### src/rtl/indexer_sched_if.sv
// Bundle of lane request, indexer and rule-output signals for indexer_sched.
// The master side is the scheduler; the slave side is lanes, indexer and downstream.
interface indexer_sched_if #(
  parameter int NUM_REQ = 4,
  parameter int TAG_W   = 16
);
  logic [NUM_REQ-1:0]       req_valid;
  logic [NUM_REQ-1:0]       req_ready;
  logic [NUM_REQ*256-1:0]   req_vec;
  logic [NUM_REQ*TAG_W-1:0] req_tag;

  logic                     idx_ld;
  logic [255:0]             idx_din;
  logic                     idx_rd_en;
  logic                     idx_empty;
  logic [8:0]               idx_dout;

  logic                     out_valid;
  logic                     out_ready;
  logic [7:0]               out_rule;
  logic [TAG_W-1:0]         out_tag;
  logic [2:0]               out_lane;
  logic                     out_last;
  logic                     out_none;

  modport master (
    input  req_valid, req_vec, req_tag, idx_empty, idx_dout, out_ready,
    output req_ready, idx_ld, idx_din, idx_rd_en,
    output out_valid, out_rule, out_tag, out_lane, out_last, out_none
  );

  modport slave (
    output req_valid, req_vec, req_tag, idx_empty, idx_dout, out_ready,
    input  req_ready, idx_ld, idx_din, idx_rd_en,
    input  out_valid, out_rule, out_tag, out_lane, out_last, out_none
  );
endinterface

### src/rtl/indexer_sched.sv
// Round-robin scheduler sharing one 256-bit match-vector indexer between lanes,
// turning its FIFO entries into a tagged rule-index stream.
module indexer_sched #(
  parameter int NUM_REQ = 4,
  parameter int TAG_W   = 16
) (
  input  logic              clk,
  input  logic              rst_n,
  indexer_sched_if.master   bus,
  output logic              busy,
  output logic              err
);

  typedef enum logic [2:0] {IDLE, LOAD, HDR, DRAIN, NONE} state_t;

  state_t           state_reg, state_next;
  logic [255:0]     vec_reg, vec_next;
  logic [TAG_W-1:0] tag_reg, tag_next;
  logic [2:0]       lane_reg, lane_next;
  logic [2:0]       rr_reg, rr_next;
  logic [8:0]       remaining_reg, remaining_next;
  logic             err_reg, err_next;

  logic [255:0]     lane_vec [NUM_REQ];
  logic [TAG_W-1:0] lane_tag [NUM_REQ];
  logic             gnt_any;
  logic [2:0]       gnt_idx;
  logic [255:0]     sel_vec;
  logic [TAG_W-1:0] sel_tag;
  logic [8:0]       pop_cnt;
  int               cand;

  genvar gi;
  generate
    for (gi = 0; gi < NUM_REQ; gi++) begin : g_lane
      assign lane_vec[gi] = bus.req_vec[256*gi +: 256];
      assign lane_tag[gi] = bus.req_tag[TAG_W*gi +: TAG_W];
    end
  endgenerate

  // Scan from the highest offset down so the nearest lane at/after rr_reg wins.
  always_comb begin
    gnt_any = 1'b0;
    gnt_idx = '0;
    cand    = 0;
    for (int k = NUM_REQ - 1; k >= 0; k--) begin
      cand = int'(rr_reg) + k;
      if (cand >= NUM_REQ) cand = cand - NUM_REQ;
      if (bus.req_valid[cand]) begin
        gnt_any = 1'b1;
        gnt_idx = 3'(cand);
      end
    end
  end

  always_comb begin
    sel_vec = '0;
    sel_tag = '0;
    for (int i = 0; i < NUM_REQ; i++) begin
      if (gnt_idx == 3'(i)) begin
        sel_vec = lane_vec[i];
        sel_tag = lane_tag[i];
      end
    end
  end

  always_comb begin
    pop_cnt = '0;
    for (int i = 0; i < 256; i++) pop_cnt = pop_cnt + {8'd0, vec_reg[i]};
  end

  always_comb begin
    state_next     = state_reg;
    vec_next       = vec_reg;
    tag_next       = tag_reg;
    lane_next      = lane_reg;
    rr_next        = rr_reg;
    remaining_next = remaining_reg;
    err_next       = err_reg;
    bus.req_ready  = '0;
    bus.idx_ld     = 1'b0;
    bus.idx_din    = '0;
    bus.idx_rd_en  = 1'b0;
    bus.out_valid  = 1'b0;
    bus.out_rule   = '0;
    bus.out_last   = 1'b0;
    bus.out_none   = 1'b0;

    case (state_reg)
      IDLE: begin
        // req_ready is combinational on req_valid, so keep it quiet while in reset
        if (gnt_any && rst_n) begin
          for (int i = 0; i < NUM_REQ; i++) bus.req_ready[i] = (gnt_idx == 3'(i));
          vec_next   = sel_vec;
          tag_next   = sel_tag;
          lane_next  = gnt_idx;
          rr_next    = (gnt_idx == 3'(NUM_REQ - 1)) ? 3'd0 : gnt_idx + 3'd1;
          state_next = LOAD;
        end
      end
      LOAD: begin
        bus.idx_ld     = 1'b1;
        bus.idx_din    = vec_reg;
        remaining_next = pop_cnt;
        state_next     = HDR;
      end
      HDR: begin
        if (!bus.idx_empty) begin
          bus.idx_rd_en = 1'b1;
          if (bus.idx_dout != 9'd0) err_next = 1'b1;
          state_next = (remaining_reg == 9'd0) ? NONE : DRAIN;
        end
      end
      DRAIN: begin
        bus.out_valid = !bus.idx_empty;
        bus.out_rule  = 8'(bus.idx_dout - 9'd1);
        bus.out_last  = (remaining_reg == 9'd1);
        // A zero entry mid-vector is malformed; flag it but keep the stream aligned.
        if (!bus.idx_empty && bus.idx_dout == 9'd0) err_next = 1'b1;
        if (bus.out_valid && bus.out_ready) begin
          bus.idx_rd_en  = 1'b1;
          remaining_next = remaining_reg - 9'd1;
          if (remaining_reg == 9'd1) state_next = IDLE;
        end
      end
      NONE: begin
        bus.out_valid = 1'b1;
        bus.out_none  = 1'b1;
        bus.out_last  = 1'b1;
        if (bus.out_ready) state_next = IDLE;
      end
      default: state_next = IDLE;
    endcase
  end

  always_ff @(posedge clk or negedge rst_n) begin
    if (!rst_n) begin
      state_reg     <= IDLE;
      vec_reg       <= '0;
      tag_reg       <= '0;
      lane_reg      <= '0;
      rr_reg        <= '0;
      remaining_reg <= '0;
      err_reg       <= 1'b0;
    end else begin
      state_reg     <= state_next;
      vec_reg       <= vec_next;
      tag_reg       <= tag_next;
      lane_reg      <= lane_next;
      rr_reg        <= rr_next;
      remaining_reg <= remaining_next;
      err_reg       <= err_next;
    end
  end

  assign bus.out_tag  = tag_reg;
  assign bus.out_lane = lane_reg;
  assign busy         = (state_reg != IDLE);
  assign err          = err_reg;

endmodule
### src/flat_wrapper.sv
// flat-port wrapper written by rule: the top's interface ports become plain ports
module indexer_sched_flat 
#(
  parameter int NUM_REQ = 4,
  parameter int TAG_W   = 16
)
  (clk, rst_n, busy, err, bus_req_valid, bus_req_vec, bus_req_tag, bus_idx_empty, bus_idx_dout, bus_out_ready, bus_req_ready, bus_idx_ld, bus_idx_din, bus_idx_rd_en, bus_out_valid, bus_out_rule, bus_out_tag, bus_out_lane, bus_out_last, bus_out_none);
  indexer_sched_if #(.NUM_REQ(NUM_REQ), .TAG_W(TAG_W)) bus_i ();
  input  logic clk;
  input  logic rst_n;
  output logic busy;
  output logic err;
  input wire logic [$bits(bus_i.req_valid)-1:0] bus_req_valid;
  input wire logic [$bits(bus_i.req_vec)-1:0] bus_req_vec;
  input wire logic [$bits(bus_i.req_tag)-1:0] bus_req_tag;
  input wire logic [$bits(bus_i.idx_empty)-1:0] bus_idx_empty;
  input wire logic [$bits(bus_i.idx_dout)-1:0] bus_idx_dout;
  input wire logic [$bits(bus_i.out_ready)-1:0] bus_out_ready;
  output wire logic [$bits(bus_i.req_ready)-1:0] bus_req_ready;
  output wire logic [$bits(bus_i.idx_ld)-1:0] bus_idx_ld;
  output wire logic [$bits(bus_i.idx_din)-1:0] bus_idx_din;
  output wire logic [$bits(bus_i.idx_rd_en)-1:0] bus_idx_rd_en;
  output wire logic [$bits(bus_i.out_valid)-1:0] bus_out_valid;
  output wire logic [$bits(bus_i.out_rule)-1:0] bus_out_rule;
  output wire logic [$bits(bus_i.out_tag)-1:0] bus_out_tag;
  output wire logic [$bits(bus_i.out_lane)-1:0] bus_out_lane;
  output wire logic [$bits(bus_i.out_last)-1:0] bus_out_last;
  output wire logic [$bits(bus_i.out_none)-1:0] bus_out_none;
  assign bus_i.req_valid = bus_req_valid;
  assign bus_i.req_vec = bus_req_vec;
  assign bus_i.req_tag = bus_req_tag;
  assign bus_i.idx_empty = bus_idx_empty;
  assign bus_i.idx_dout = bus_idx_dout;
  assign bus_i.out_ready = bus_out_ready;
  assign bus_req_ready = bus_i.req_ready;
  assign bus_idx_ld = bus_i.idx_ld;
  assign bus_idx_din = bus_i.idx_din;
  assign bus_idx_rd_en = bus_i.idx_rd_en;
  assign bus_out_valid = bus_i.out_valid;
  assign bus_out_rule = bus_i.out_rule;
  assign bus_out_tag = bus_i.out_tag;
  assign bus_out_lane = bus_i.out_lane;
  assign bus_out_last = bus_i.out_last;
  assign bus_out_none = bus_i.out_none;
  indexer_sched #(.NUM_REQ(NUM_REQ), .TAG_W(TAG_W)) u_core (.clk(clk), .rst_n(rst_n), .bus(bus_i), .busy(busy), .err(err));
endmodule
### config.mk
export PLATFORM = sky130hd
export DESIGN_NAME = indexer_sched_flat
export DESIGN_NICKNAME = d
export VERILOG_FILES = /design/src/rtl/indexer_sched_if.sv /design/src/rtl/indexer_sched.sv /design/src/flat_wrapper.sv
export SDC_FILE = /design/constraint.sdc
export NUM_CORES = 1
export LEC_CHECK = 0
export CAP_MARGIN = 10
export CORE_AREA = 2 2 541 543
export CTS_CLUSTER_DIAMETER = 80
export DETAILED_ROUTE_END_ITERATION = 6
export DIE_AREA = 0 0 543 545
export PLACE_DENSITY_LB_ADDON = 0.08
export SLEW_MARGIN = 30
export SYNTH_ARGS = -nofsm -noshare
export SYNTH_HDL_FRONTEND = slang
export SYNTH_SLANG_ARGS = --single-unit
### constraint.sdc
create_clock -name clk -period 9.5 [get_ports clk]
set_clock_uncertainty 0.2 [all_clocks]
set_input_delay 1.425 -clock clk [delete_from_list [all_inputs] [get_ports clk]]
set_output_delay 1.425 -clock clk [all_outputs]
set_load 0.01 [all_outputs]
==> metrics <==
Starting Density=0.09326; synth top area cells=dfrtp_1, fa_1, a22o_1; status=finished, final reports clean; Max-Slew Margin vs Limit=0.3248; CTS tree=built; Cell variety after synth=45; reg2reg end=u_core.remaining_reg[8]; wire per inst=28.46 um; EDFF count, synth=0; Overflow after GRT=0; Critical Path AT=a little over 9000 ps; clk_lat worst skew=a little under 700 ps; CP cell instances=fa_1, inv_1, fa_1, inv_1, fa_1, inv_1, fa_1, fa_1, fa_1, fa_1, fa_1, fa_1, fa_1, fa_1, inv_1, fa_1, fa_1, a21o_1, a21oi_1, o21ai_0, o211a_1, o221ai_1, a31oi_1; Via density=3.440; synthesis-to-finish area growth=74.66%; Worst Setup EP=u_core.remaining_reg[8]; Main synth FF type=dfrtp_1; Post-CTS Resized=0; first-pass GRT wire length=311.0 mm; startpoint types=register; initial antenna violation count=around 120; worst reg2reg path depth=23; register area share after synthesis=0.2692; mapped cell area=approximately 0.027 mm^2; Crit-path slowest cell=fa_1; compound-gate portion of the synthesized area=0.2802; hold buffers post-CTS=0; clock tree sinks=a little under 300; worst hold path depth=1; Util after Layout=0.1629; DP HPWL=206.3 mm; synthesized area per cell=8.201 um^2; async set-reset flop share out of synthesis=1.000; total number of vias=about 30000; Setup TNS=0 ps; largest area contributor in the netlist=dfrtp_1; maxcap violations=0; Synth Area in XOR/XNOR=0.004208; CTS root buf=clkbuf_16; RSZ-0062 raised after global routing=no; Max stage delay on crit path=about 740 ps; Fmax=113.4 MHz; htree depth=2; placer congestion estimate=0.7549; vias in the first global route=~32000; crit path launch=u_core.vec_reg[192]; Finish-stage setup viols=0; layout cells sized above 1=0.03522; Fill cells=roughly 33000; GRT Util Overall=0.1580; adder-cell share of the synthesized area=0.2040; DRC=0; Pre-antenna DRT Iters=5; register bit count reported by yosys=about 290; final hold violations=0; Final Critical Period=around 9000 ps; crit end category=register; clock-pin slew on the worst setup and hold paths=50 ps; slack of the worst reg-to-reg path=~680 ps; worst reg2reg startpoint=u_core.vec_reg[192]; Top cell by count, worst path=fa_1; required time of the worst setup path=a little under 10000 ps; DRT Wirelength=about 240 mm; Post-Syn Nets=4700; Iter 0 DRT Violations=about 1400; height of the die=between 500 and 600 um; CP max FO=3; core area=between 0.2 and 0.3 mm^2; Die W=about 540 um; fin. max-slew vios=0; Largest register FFs=roughly 260; Final Cycle Share=0.9283; Antenna Nets Post-Route=0; Ports=1399; slew at the pin closest to its max-slew limit=1013 ps; Min-Delay Path Class=reg -> reg; hold_ws=between 200 and 300 ps; largest net degree at the start of global routing=161; simple-gate share of the synthesized area=0.1387; Max Buffers Root-to-Sink=3; Yosys Warn Count=0; kind of critical path=reg -> reg; total CTS buffers=56; row cnt=a little under 200; Die ar.=about 0.30 mm^2; Yosys top cell area share=0.2692; Synth Instances=about 3300; Post-CTS Setup Inserts=0; mux contribution to synthesized area=0.004486; Final nets=~6000; Port Buffers=1398; largest family of logic cells by synthesized area=compound AO/OA/AOI/OAI gates
-- metrics by stage --
step / instance area, um^2 / std cells / worst slack [ps]
floorplan: 27050 / 3299 / 1386
global placement: 45240 / 8369 / 588.6
detailed placement: 45250 / 8369 / 540.3
CTS: 47140 / 8470 / 517.1
global route: 47200 / 8484 / 297.7
finish: 47250 / 8507 / 681.1
-- cell usage after synthesis, types with 2 or more instances --
master / count
buf_1: 20
a21oi_1: 289
nand2_1: 289
a31oi_1: 3
ha_1: 54
nand2b_1: 4
o21ai_0: 287
a22o_1: 275
o31ai_1: 6
nor4_1: 2
clkbuf_1: 200
o21bai_1: 2
nor3_1: 9
fa_1: 242
nor2_1: 417
buf_6: 24
a211oi_1: 2
mux2i_1: 2
nand3b_1: 4
a21boi_0: 2
buf_2: 36
a211o_1: 2
nor2b_1: 4
xnor2_1: 7
dfrtp_1: 291
nor3b_1: 3
and2_1: 139
o22ai_1: 3
a22oi_1: 273
nand4b_1: 3
nand3_1: 4
inv_1: 375
a21o_1: 6
xor2_1: 6
mux4_2: 4
-- layout make-up --
| cell class | count | area (um^2) | area share |
|---|---|---|---|
| multi-input combinational | 2353 | 17160 | 0.3631 |
| timing repair buffer | 1451 | 14540 | 0.3077 |
| sequential | 291 | 7282 | 0.1541 |
| tap | 3900 | 4880 | 0.1033 |
| clock buffer | 75 | 1584 | 0.03352 |
| inverter | 375 | 1415 | 0.02995 |
| clock inverter | 26 | 304.0 | 0.006434 |
| antenna | 36 | 90.09 | 0.001906 |
-- worst max-delay path: cells and delay by family, from the launching register on --
family                     cells  cell delay [ps]
AOI/OAI and AO/OA              6             1010
adders and majority gates     13             6710
buffers and inverters          4              320
DFF                            1              420
-- how the worst min path moves through the flow --
stage | start | end | slack, ps
final | u_core.err | u_core.err | 270
after global routing | u_core.err | u_core.err | 300
after CTS | u_core.err | u_core.err | 280
after detailed placement | u_core.err | u_core.err | 270
after global placement | u_core.err | u_core.err | 250
after floorplan | u_core.remaining_reg[7] | u_core.remaining_reg[7] | 260
-- cells by family after synthesis --
family                   Yosys count
flip-flops                       291
AO/OA/AOI/OAI                   1155
buffers and inverters            655
AND/OR/NAND/NOR                  882
multiplexers                       7
XOR/XNOR                          13
adder cells (fa/ha/maj)          296
-- placed cells by master (no fill, tap or decap), drive strengths merged, types with 4 or more instances in the layout --
cell type / count
nand3b: 4
nand2b: 4
bufinv: 5
a21o: 6
nor2: 417
xnor2: 7
nor2b: 4
mux4: 4
and2: 139
clkinvlp: 6
nand3: 4
dfrtp: 291
diode: 36
o31ai: 6
inv: 378
buf: 54
clkbuf: 75
a21oi: 289
a22oi: 273
fa: 242
nand2: 289
clkinv: 12
o21ai: 288
a22o: 275
xor2: 6
ha: 54
clkdlybuf4s50: 1397
nor3: 9
-- layer usage --
metal / part of all wire / global-route usage / routed length [um]
met2: 0.51 / 0.2853 / 122700
met1: 0.38 / 0.1729 / 92830
met3: 0.088 / 0.05989 / 21200
met5: 0.0015 / 0 / 367
met4: 0.021 / 0.03728 / 5033
Power is left out: the tool's default activity adds up to more than one toggle a clock period on the data nets, which glitch-free logic cannot reach.
